[config.mk]
export PLATFORM = sky130hd
export DESIGN_NAME = tank_motion_ctrl
export DESIGN_NICKNAME = d
export VERILOG_FILES = /design/src/rtl/tank_pkg.sv /design/src/rtl/button_debounce.sv /design/src/rtl/tank_motion_ctrl.sv
export SDC_FILE = /design/constraint.sdc
export NUM_CORES = 1
export LEC_CHECK = 0
export ABC_AREA = 1
export CORE_MARGIN = 8
export CORE_UTILIZATION = 61
export DETAILED_ROUTE_END_ITERATION = 10
export GPL_TIMING_DRIVEN = 0
export PLACE_DENSITY = 0.81
export SYNTH_ARGS = -nofsm -noshare
export SYNTH_HDL_FRONTEND = slang
export SYNTH_SLANG_ARGS = --single-unit
export TNS_END_PERCENT = 20
[constraint.sdc]
create_clock -name Master_Clock_In -period 5.6 [get_ports Master_Clock_In]
set_input_delay 1.12 -clock Master_Clock_In [delete_from_list [all_inputs] [get_ports Master_Clock_In]]
set_output_delay 1.12 -clock Master_Clock_In [all_outputs]
set_load 0.005 [all_outputs]
[src/rtl/tank_pkg.sv]
// tank_pkg: heading encoding, screen/sprite dimensions and reset position shared by the tank sprite logic.
package tank_pkg;

    typedef enum logic [1:0] {
        HEAD_UP    = 2'b00,
        HEAD_RIGHT = 2'b01,
        HEAD_DOWN  = 2'b10,
        HEAD_LEFT  = 2'b11
    } heading_t;

    localparam int SCREEN_W    = 640;
    localparam int SCREEN_H    = 480;
    localparam int SPRITE_SIZE = 60;

    localparam logic [9:0] RESET_X = 10'd290;
    localparam logic [9:0] RESET_Y = 10'd210;

endpackage

[src/rtl/button_debounce.sv]
// button_debounce: 2-FF synchronizer followed by a consecutive-mismatch counter debouncer.
module button_debounce
    import tank_pkg::*;
#(
    parameter int Debounce_Cycles = 250000
) (
    input  logic Master_Clock_In,
    input  logic Reset_In,
    input  logic button,
    output logic state
);

    localparam int CW = $clog2(Debounce_Cycles + 1);

    logic [1:0]    sync;
    logic [CW-1:0] count;

    // bring the raw button into the clock domain
    always_ff @(posedge Master_Clock_In or posedge Reset_In)
        if (Reset_In) sync <= '0;
        else          sync <= {sync[0], button};

    // accept the new level only after it has differed on every one of the last Debounce_Cycles clocks
    always_ff @(posedge Master_Clock_In or posedge Reset_In)
        if (Reset_In) begin
            state <= 1'b0;
            count <= '0;
        end else if (sync[1] == state) begin
            count <= '0;
        end else if (count == CW'(Debounce_Cycles - 1)) begin
            state <= sync[1];
            count <= '0;
        end else begin
            count <= count + 1'b1;
        end

endmodule

[src/rtl/tank_motion_ctrl.sv]
// tank_motion_ctrl: debounced button motion of a wrapping square sprite plus a 2-stage rotated sprite-ROM address pipeline.
module tank_motion_ctrl
    import tank_pkg::*;
#(
    parameter int Pixels_Horiz    = SCREEN_W,
    parameter int Pixels_Vert     = SCREEN_H,
    parameter int Sprite_Size     = SPRITE_SIZE,
    parameter int Debounce_Cycles = 250000
) (
    input  logic        Master_Clock_In,
    input  logic        Reset_In,
    input  logic        Frame_Tick_In,
    input  logic [9:0]  Val_Col_In,
    input  logic [9:0]  Val_Row_In,
    input  logic        Up,
    input  logic        Down,
    input  logic        Left,
    input  logic        Right,
    output logic [9:0]  xPosition_Out,
    output logic [9:0]  yPosition_Out,
    output logic [1:0]  Heading_Out,
    output logic        Sprite_Hit_Out,
    output logic [11:0] Sprite_Addr_Out
);

    localparam logic [9:0]  X_MAX = 10'(Pixels_Horiz - Sprite_Size);
    localparam logic [9:0]  Y_MAX = 10'(Pixels_Vert - Sprite_Size);
    localparam logic [9:0]  S1    = 10'(Sprite_Size - 1);
    localparam logic [10:0] S1W   = 11'(Sprite_Size - 1);
    localparam logic [11:0] SS    = 12'(Sprite_Size);

    logic [3:0] raw, db, btn_q;
    logic       pend;
    logic [9:0] x_q, y_q, x_nxt, y_nxt;
    heading_t   head_q, head_nxt;
    logic       mv_u, mv_d, mv_l, mv_r;

    assign raw = {Up, Down, Left, Right};

    for (genvar i = 0; i < 4; i++) begin : g_db
        button_debounce #(.Debounce_Cycles(Debounce_Cycles)) u_db (
            .Master_Clock_In(Master_Clock_In),
            .Reset_In       (Reset_In),
            .button         (raw[i]),
            .state          (db[i])
        );
    end

    assign mv_u = btn_q[3] & ~btn_q[2];
    assign mv_d = btn_q[2] & ~btn_q[3];
    assign mv_l = btn_q[1] & ~btn_q[0];
    assign mv_r = btn_q[0] & ~btn_q[1];

    // capture buttons on the tick, apply one step the following cycle
    always_ff @(posedge Master_Clock_In or posedge Reset_In)
        if (Reset_In) begin
            pend   <= 1'b0;
            btn_q  <= '0;
            x_q    <= RESET_X;
            y_q    <= RESET_Y;
            head_q <= HEAD_UP;
        end else begin
            pend <= Frame_Tick_In;
            if (Frame_Tick_In) btn_q <= db;
            x_q    <= x_nxt;
            y_q    <= y_nxt;
            head_q <= head_nxt;
        end

    // next position with wrap-around; out-of-range values fold back onto the grid
    always_comb begin
        x_nxt    = x_q;
        y_nxt    = y_q;
        head_nxt = head_q;
        if (pend) begin
            x_nxt    = mv_l ? ((x_q == '0 || x_q > X_MAX) ? X_MAX : x_q - 1'b1) :
                       mv_r ? ((x_q >= X_MAX) ? '0 : x_q + 1'b1) : x_q;
            y_nxt    = mv_u ? ((y_q == '0 || y_q > Y_MAX) ? Y_MAX : y_q - 1'b1) :
                       mv_d ? ((y_q >= Y_MAX) ? '0 : y_q + 1'b1) : y_q;
            head_nxt = mv_u ? HEAD_UP : mv_d ? HEAD_DOWN : mv_r ? HEAD_RIGHT : mv_l ? HEAD_LEFT : head_q;
        end
    end

    assign xPosition_Out = x_q;
    assign yPosition_Out = y_q;
    assign Heading_Out   = head_q;

    logic [9:0] u1, v1, src_row, src_col;
    logic       hit1, in_x, in_y;
    heading_t   head1;
    logic [11:0] addr_nxt;

    assign in_x = ({1'b0, Val_Col_In} >= {1'b0, x_q}) && ({1'b0, Val_Col_In} <= {1'b0, x_q} + S1W);
    assign in_y = ({1'b0, Val_Row_In} >= {1'b0, y_q}) && ({1'b0, Val_Row_In} <= {1'b0, y_q} + S1W);

    // stage 1: sprite-relative offsets and hit
    always_ff @(posedge Master_Clock_In or posedge Reset_In)
        if (Reset_In) begin
            u1    <= '0;
            v1    <= '0;
            hit1  <= 1'b0;
            head1 <= HEAD_UP;
        end else begin
            u1    <= Val_Col_In - x_q;
            v1    <= Val_Row_In - y_q;
            hit1  <= in_x & in_y;
            head1 <= head_q;
        end

    // rotate offsets into ROM source coordinates according to heading
    always_comb begin
        src_row  = head1 == HEAD_UP ? v1 : head1 == HEAD_DOWN ? S1 - v1 : head1 == HEAD_RIGHT ? S1 - u1 : u1;
        src_col  = head1 == HEAD_UP ? u1 : head1 == HEAD_DOWN ? S1 - u1 : head1 == HEAD_RIGHT ? v1 : S1 - v1;
        addr_nxt = hit1 ? {2'b0, src_row} * SS + {2'b0, src_col} : '0;
    end

    // stage 2: registered hit and ROM address
    always_ff @(posedge Master_Clock_In or posedge Reset_In)
        if (Reset_In) begin
            Sprite_Hit_Out  <= 1'b0;
            Sprite_Addr_Out <= '0;
        end else begin
            Sprite_Hit_Out  <= hit1;
            Sprite_Addr_Out <= addr_nxt;
        end

endmodule

## Word level (Yosys, flattened, before mapping)

Cells that the tools add are included.

| cells by class | value |
|---|---|
| mux-type cells | 27 |
| multiply operators | 1 |
| reductions and logical operators | 17 |
| eq/ne operators | 10 |
| add/subtract/negate cells | 15 |
| bitwise operators | 13 |
| $lt $le $gt $ge | 8 |

Operators by type and width:

| operator | count |
|---|---|
| $mux 18 | 8 |
| $mux 10 | 14 |
| $add 18x1->18 const B | 4 |
| $eq 18x18->1 const B | 4 |
| $add 10x6->11 const B | 2 |
| $le 10x11->1 | 2 |
| $add 10x1->10 const B | 2 |
| $ge 10x10->1 | 2 |
| $logic_not 10->1 | 2 |
| $sub 10x1->10 const B | 2 |
| $sub 10x10->10 | 2 |
| $sub 6x10->10 const A | 2 |
| $reduce_and 2->1 | 7 |
| $add 12x10->12 | 1 |
| $mux 12 | 1 |
| $ge 10x10->1 const B | 1 |
| $ge 10x9->1 const B | 1 |
| $gt 10x10->1 const B | 1 |
| $gt 10x9->1 const B | 1 |
| $mul 10x4->10 const B | 1 |
| $mux 2 | 4 |
| $not 1->1 | 8 |
| $and 1x1->1 | 5 |
| $eq 1x1->1 | 4 |
| other kinds (7) | 10 |

| word-level totals | value |
|---|---|
| input bits | 27 |
| output and inout bits | 35 |
| logic and storage cells | 114 |
| register bits after elaboration | 147 |

## Depth between registers and ports, before layout

| depth | value |
|---|---|
| word-level depth | 7 |
| gate-level depth with buffers | 26 |
| mapped depth without buffers | 25 |

## Cells and area by module

Synthesis repeated with hierarchy kept, for this count alone.

| second synthesis, totals | value |
|---|---|
| cells, all modules | 1422 |
| area, all modules | 11015.6 µm² |

By module, submodules not included:

| module | area an instance (µm²) | sequential area each (µm²) | cells each | times used |
|---|---|---|---|---|
| tank_motion_ctrl | 6376.1 | 1585.3 | 866 | 1 |
| button_debounce | 1159.9 | 525.5 | 139 | 4 |

## Worst setup path before layout

OpenSTA, ideal clock, no wires.

| timing path | value |
|---|---|
| path type | register to register |
| from | register head1[0] |
| to | register Sprite_Addr_Out[11] |
| path buffers | 1 |
| data required time | 5.481 ns |
| path slack | 1.360 ns |
| period minus slack after synthesis | 4.240 ns |
| data arrival time | 4.121 ns |
| library setup time | 0.119 ns |
| cell stages (with the launch flop) | 25 |
| cell sequence | dfrtp_1 -> buf_2 -> inv_2 -> nor2_4 -> nor2_4 -> inv_2 -> o21ai_0 -> o22ai_2 -> inv_1 -> fa_1 -> fa_1 -> inv_1 -> ha_1 -> nand2_1 -> o21ai_0 -> xor2_1 -> inv_1 -> ha_1 -> nand4_1 -> o221ai_1 -> nand2_1 -> nand2_1 -> nand2_1 -> a21oi_1 -> nor2_1 |

| between the ends | value |
|---|---|
| word-level cells in the longest chain between the ends | 7 |
| elaborated cells on any way between the ends | 12 |
| classes of those cells | add/sub: 1; mul: 1; eq/ne: 2; mux: 7; reduce/logical: 1 |

RTL lines:

| item | line | RTL |
|---|---|---|
| start: declaration | tank_motion_ctrl.sv:90 | `heading_t head1;` |
| start signal: assignment | tank_motion_ctrl.sv:107 | `head1 <= head_q;` |
| $eq 2x1->1 | tank_motion_ctrl.sv:112, tank_motion_ctrl.sv:113 |  |
| $mux 10 (3 in a row) | tank_motion_ctrl.sv:112 | `src_row = head1 == HEAD_UP ? v1 : head1 == HEAD_DOWN ? S1 - v1 : head1 == HEAD_RIGHT ? S1 - u1 : u1;` |
| $mul 10x4->10 | tank_motion_ctrl.sv:114 | `addr_nxt = hit1 ? {2'b0, src_row} * SS + {2'b0, src_col} : '0;` |
| $add 12x10->12 * | tank_motion_ctrl.sv:114 |  |
| $mux 12 * | tank_motion_ctrl.sv:114 |  |
| net addr_nxt[11] | tank_motion_ctrl.sv:91 | `logic [11:0] addr_nxt;` |
| end signal: assignment | tank_motion_ctrl.sv:124 | `Sprite_Addr_Out <= addr_nxt;` |
| end: declaration | tank_motion_ctrl.sv:23 | `output logic [11:0] Sprite_Addr_Out` |

Mark *: on every way through the listed nets, which the timed path passes. The rest lies on a longest branch.
A chain may end at the register's enable or synchronous reset.

## Final worst setup path

Ends and elaborated chain as after synthesis.

==> flow_metrics.py <==
metrics = {
    "run": {
        "cap_violations": 0,
    },
    "sta": {
        "tightest_slew_ns": 0.5449,
        "finalSetupTns_ns": 0,
        "fmax_mhz": 202.5,
        "fin_crit_ns": 4.937,
        "hold_viol": 0,
        "rsz0062_at_grt": "no",
        "period_share_pct": 88.16,
        "setup_viol": 0,
        "finClkSkew_ns": 0.01425,
        "maxSlewViolCount": 0,
        "relSlewSlack_pct": 63.67,
    },
    "placed_design": {
        "placed_area_sq_um": 11220,
        "gp_congestion": 0.9272,
        "io_buffers": 61,
        "dp_hpwl_um": 17640,
    },
    "clock_network": {
        "h-tree-depth": 4,
        "cts_sinks": 147,
        "cts_max_path_buffers": 2,
        "worstSkewPairLatency_ns": 0.42,
        "clockRootBuffer": "clkbuf_16",
        "path_clk_slew_ns": 0.07,
        "cts_setup_buffers": 0,
        "cts_tree": "done",
        "cts_buffers": 17,
        "cts_resized": 0,
        "cts_hold_buf": 0,
    },
    "setup_path": {
        "critPathLaunch": "head1[0]",
        "crit_required_ns": 5.91,
        "worstPathArrival_ns": 5.25,
        "slowest_stage": "fa_1",
        "path_delay_family": "adder cells",
        "startpoint_type": "flip-flop",
        "reg2reg_depth": 24,
        "regToRegSetupSlack_ns": 0.66,
        "critPathMostFrequentCell": "nand2_1",
        "endpoint_kind": "flip-flop",
        "worstPathMaxFanout": 9,
        "path_class": "reg2reg",
        "crit_end": "Sprite_Addr_Out[11]",
        "reg2reg_to": "Sprite_Addr_Out[11]",
        "crit_buf_inv": 6,
        "slowest_delay_ns": 0.52,
        "cp.depth": 24,
        "crit_path_cell_trace": "buf_2 -> inv_2 -> nor2_4 -> nor2_4 -> inv_2 -> o21ai_0 -> o22ai_2 -> inv_1 -> fa_1 -> fa_1 -> inv_1 -> ha_1 -> nand2_1 -> o21ai_0 -> xor2_1 -> inv_1 -> ha_1 -> nand4_1 -> o221ai_1 -> nand2_1 -> nand2_1 -> nand2_1 -> a21oi_1 -> nor2_1",
        "r2r-start": "head1[0]",
    },
    "layout": {
        "design_area_sq_um": 11800,
        "finalNetCount": 1491,
        "area_delta_synth_final_pct": 14.48,
        "utilization_pct": 71.40,
        "nFillCells": 1303,
        "n_antenna_cell": 0,
        "drive_above_1_share_pct": 8.699,
        "multi_input_area_sq_um": 5842,
        "regArea_sq_um": 3687,
    },
    "routing": {
        "drt_iter0_markers": 505,
        "finalWirelength_um": 23120,
        "via_count": 9017,
        "drc_errors": 0,
        "wl_per_cell_um": 14.35,
        "first_pass_iters": 5,
        "ant_nets": 0,
        "vias_per_cell": 5.597,
    },
    "synthesis": {
        "syn_area_sq_um": 10310,
        "netlist_instances": 1298,
        "ys_types": 56,
        "post-synth-top-area-cell": "dfrtp_1",
        "synth_commonest_cells": "nand2_1, inv_1, dfrtp_1, nor2_1, o21ai_0",
        "yosys-top-cells-area": "dfrtp_1, ha_1, nand2_1",
        "synth_warnings": 0,
        "synth-edff-count": 0,
        "synth.top_cell.area_share_pct": 33.99,
        "async_flop_share_pct": 100.0,
        "synthFlopType": "dfrtp_1",
        "yosysSeqAreaShare_pct": 35.78,
        "synthesis.nets": 1410,
        "yosysMostFrequentCell": "nand2_1",
        "synth_area_per_cell_sq_um": 7.940,
        "synth_seq_cells": 147,
    },
    "die": {
        "die_width_um": 146.0,
        "start_util_pct": 62.37,
        "die-height_um": 146.0,
        "core_area_sq_um": 16520,
        "rows": 47,
        "fp.dieArea_sq_um": 21310,
        "io_pins": 62,
    },
    "worst_hold_path": {
        "min_from": "g_db[3].u_db.sync[0]",
        "hold_path.class": "reg2reg",
    },
    "grt": {
        "grtUsageTotal_pct": 22.34,
        "grt_pass1_wl_um": 40300,
        "grt_overflow_total": 0,
        "grt_start_max_net_pins": 91,
        "first_global_vias": 8860,
        "antenna_found_initial": 0,
    },
    "power": {
        "p_per_area_nw_per_um2": 596.9,
        "p_leak_nw": 5.431,
        "p_total_w": 0.007042,
        "peakVddDrop_v": 0.0009771,
    },
    "outcome": {
        "status": "finished, final reports clean",
    },
}
registers in the layout, indices dropped and copies added (netlist names):
name / flops
Sprite_Hit_Out: 1
xPosition_Out: 10
btn_q: 4
v1: 10
pend: 1
head1: 2
g_db.u_db.count: 72
g_db.u_db.sync: 8
hit1: 1
u1: 10
Heading_Out: 2
yPosition_Out: 10
Sprite_Addr_Out: 12
g_db.u_db.state: 4
how the worst min path moves through the flow:
stage                            to  slack, ns  cells after the start
6_report       g_db[3].u_db.sync[1]       0.34                      0
3_3_place_gp   g_db[3].u_db.sync[1]       0.33                      0
2_1_floorplan  g_db[0].u_db.sync[1]       0.33                      0
4_1_cts        g_db[3].u_db.sync[1]       0.34                      0
3_5_place_dp   g_db[3].u_db.sync[1]       0.33                      0
5_1_grt        g_db[3].u_db.sync[1]       0.35                      0
per-layer routing:
layer / vias to the layer above / part of all wire (%) / GRT usage [%]
met5: - / 0 / 0
met4: 0 / 1.5 / 7.007
met3: 33 / 4.8 / 4.633
met2: 228 / 47 / 36.93
met1: 4258 / 47 / 28.84
li1: 4498 / - / -
report_power, final:
group	total (W)	internal (W)	switching (W)
Clock	0.00112	0.000667	0.000453
Combinational	0.00463	0.00178	0.00284
Sequential	0.00130	0.00118	0.000117
Total	0.00704	0.00363	0.00341
cell families (layout without fill, tap and decap cells):
logic type / after synthesis / in the layout / synth area share [%]
AO/OA/AOI/OAI: 224 / 224 / 12.63
flip-flops: 147 / 147 / 35.78
multiplexers: 4 / 4 / 0.4370
AND/OR/NAND/NOR: 548 / 548 / 25.03
adder cells (fa/ha/maj): 85 / 85 / 11.19
XOR/XNOR: 87 / 87 / 7.393
buffers and inverters: 203 / 296 / 7.539
layout make-up:
| type | instances | area share (%) |
|---|---|---|
| clock buffers | 19 | 3.754 |
| inverters | 188 | 6.045 |
| multi-input cells | 948 | 49.51 |
| clock inverters | 12 | 1.113 |
| well taps | 220 | 2.333 |
| plain buffers | 15 | 0.5832 |
| flip-flops and latches | 147 | 31.25 |
| repair buffers | 62 | 5.408 |
per-stage QoR:
step / hold slack (ns) / worst slack, ns / std cells
6_report: 0.3430 / 0.6629 / 1611
5_1_grt: 0.3481 / 0.2103 / 1611
4_1_cts: 0.3426 / 0.6735 / 1611
3_5_place_dp: 0.3347 / 0.7030 / 1580
3_3_place_gp: 0.3342 / -1.393 / 1579
2_1_floorplan: 0.3312 / 0.5402 / 1298
cell usage in the layout (no fill, tap or decap), types with 8 or more instances in the layout:
cell	synthesis	final
clkbuf_16	0	17
nor4_1	16	16
ha_1	73	73
nand2_1	225	225
nor2_2	20	20
nor2_1	122	122
nor3_1	35	35
nor3b_1	8	8
o221ai_1	9	9
xor2_1	67	67
inv_2	14	14
a31oi_1	16	16
fa_1	12	12
a21oi_1	78	78
inv_1	171	170
o21ai_0	79	79
nand4_1	14	14
clkbuf_1	7	8
dfrtp_1	140	140
xnor2_1	20	20
nand3_1	71	71
clkdlybuf4s50_1	0	61
No activity file was read; power rests on OpenSTA's default activity.
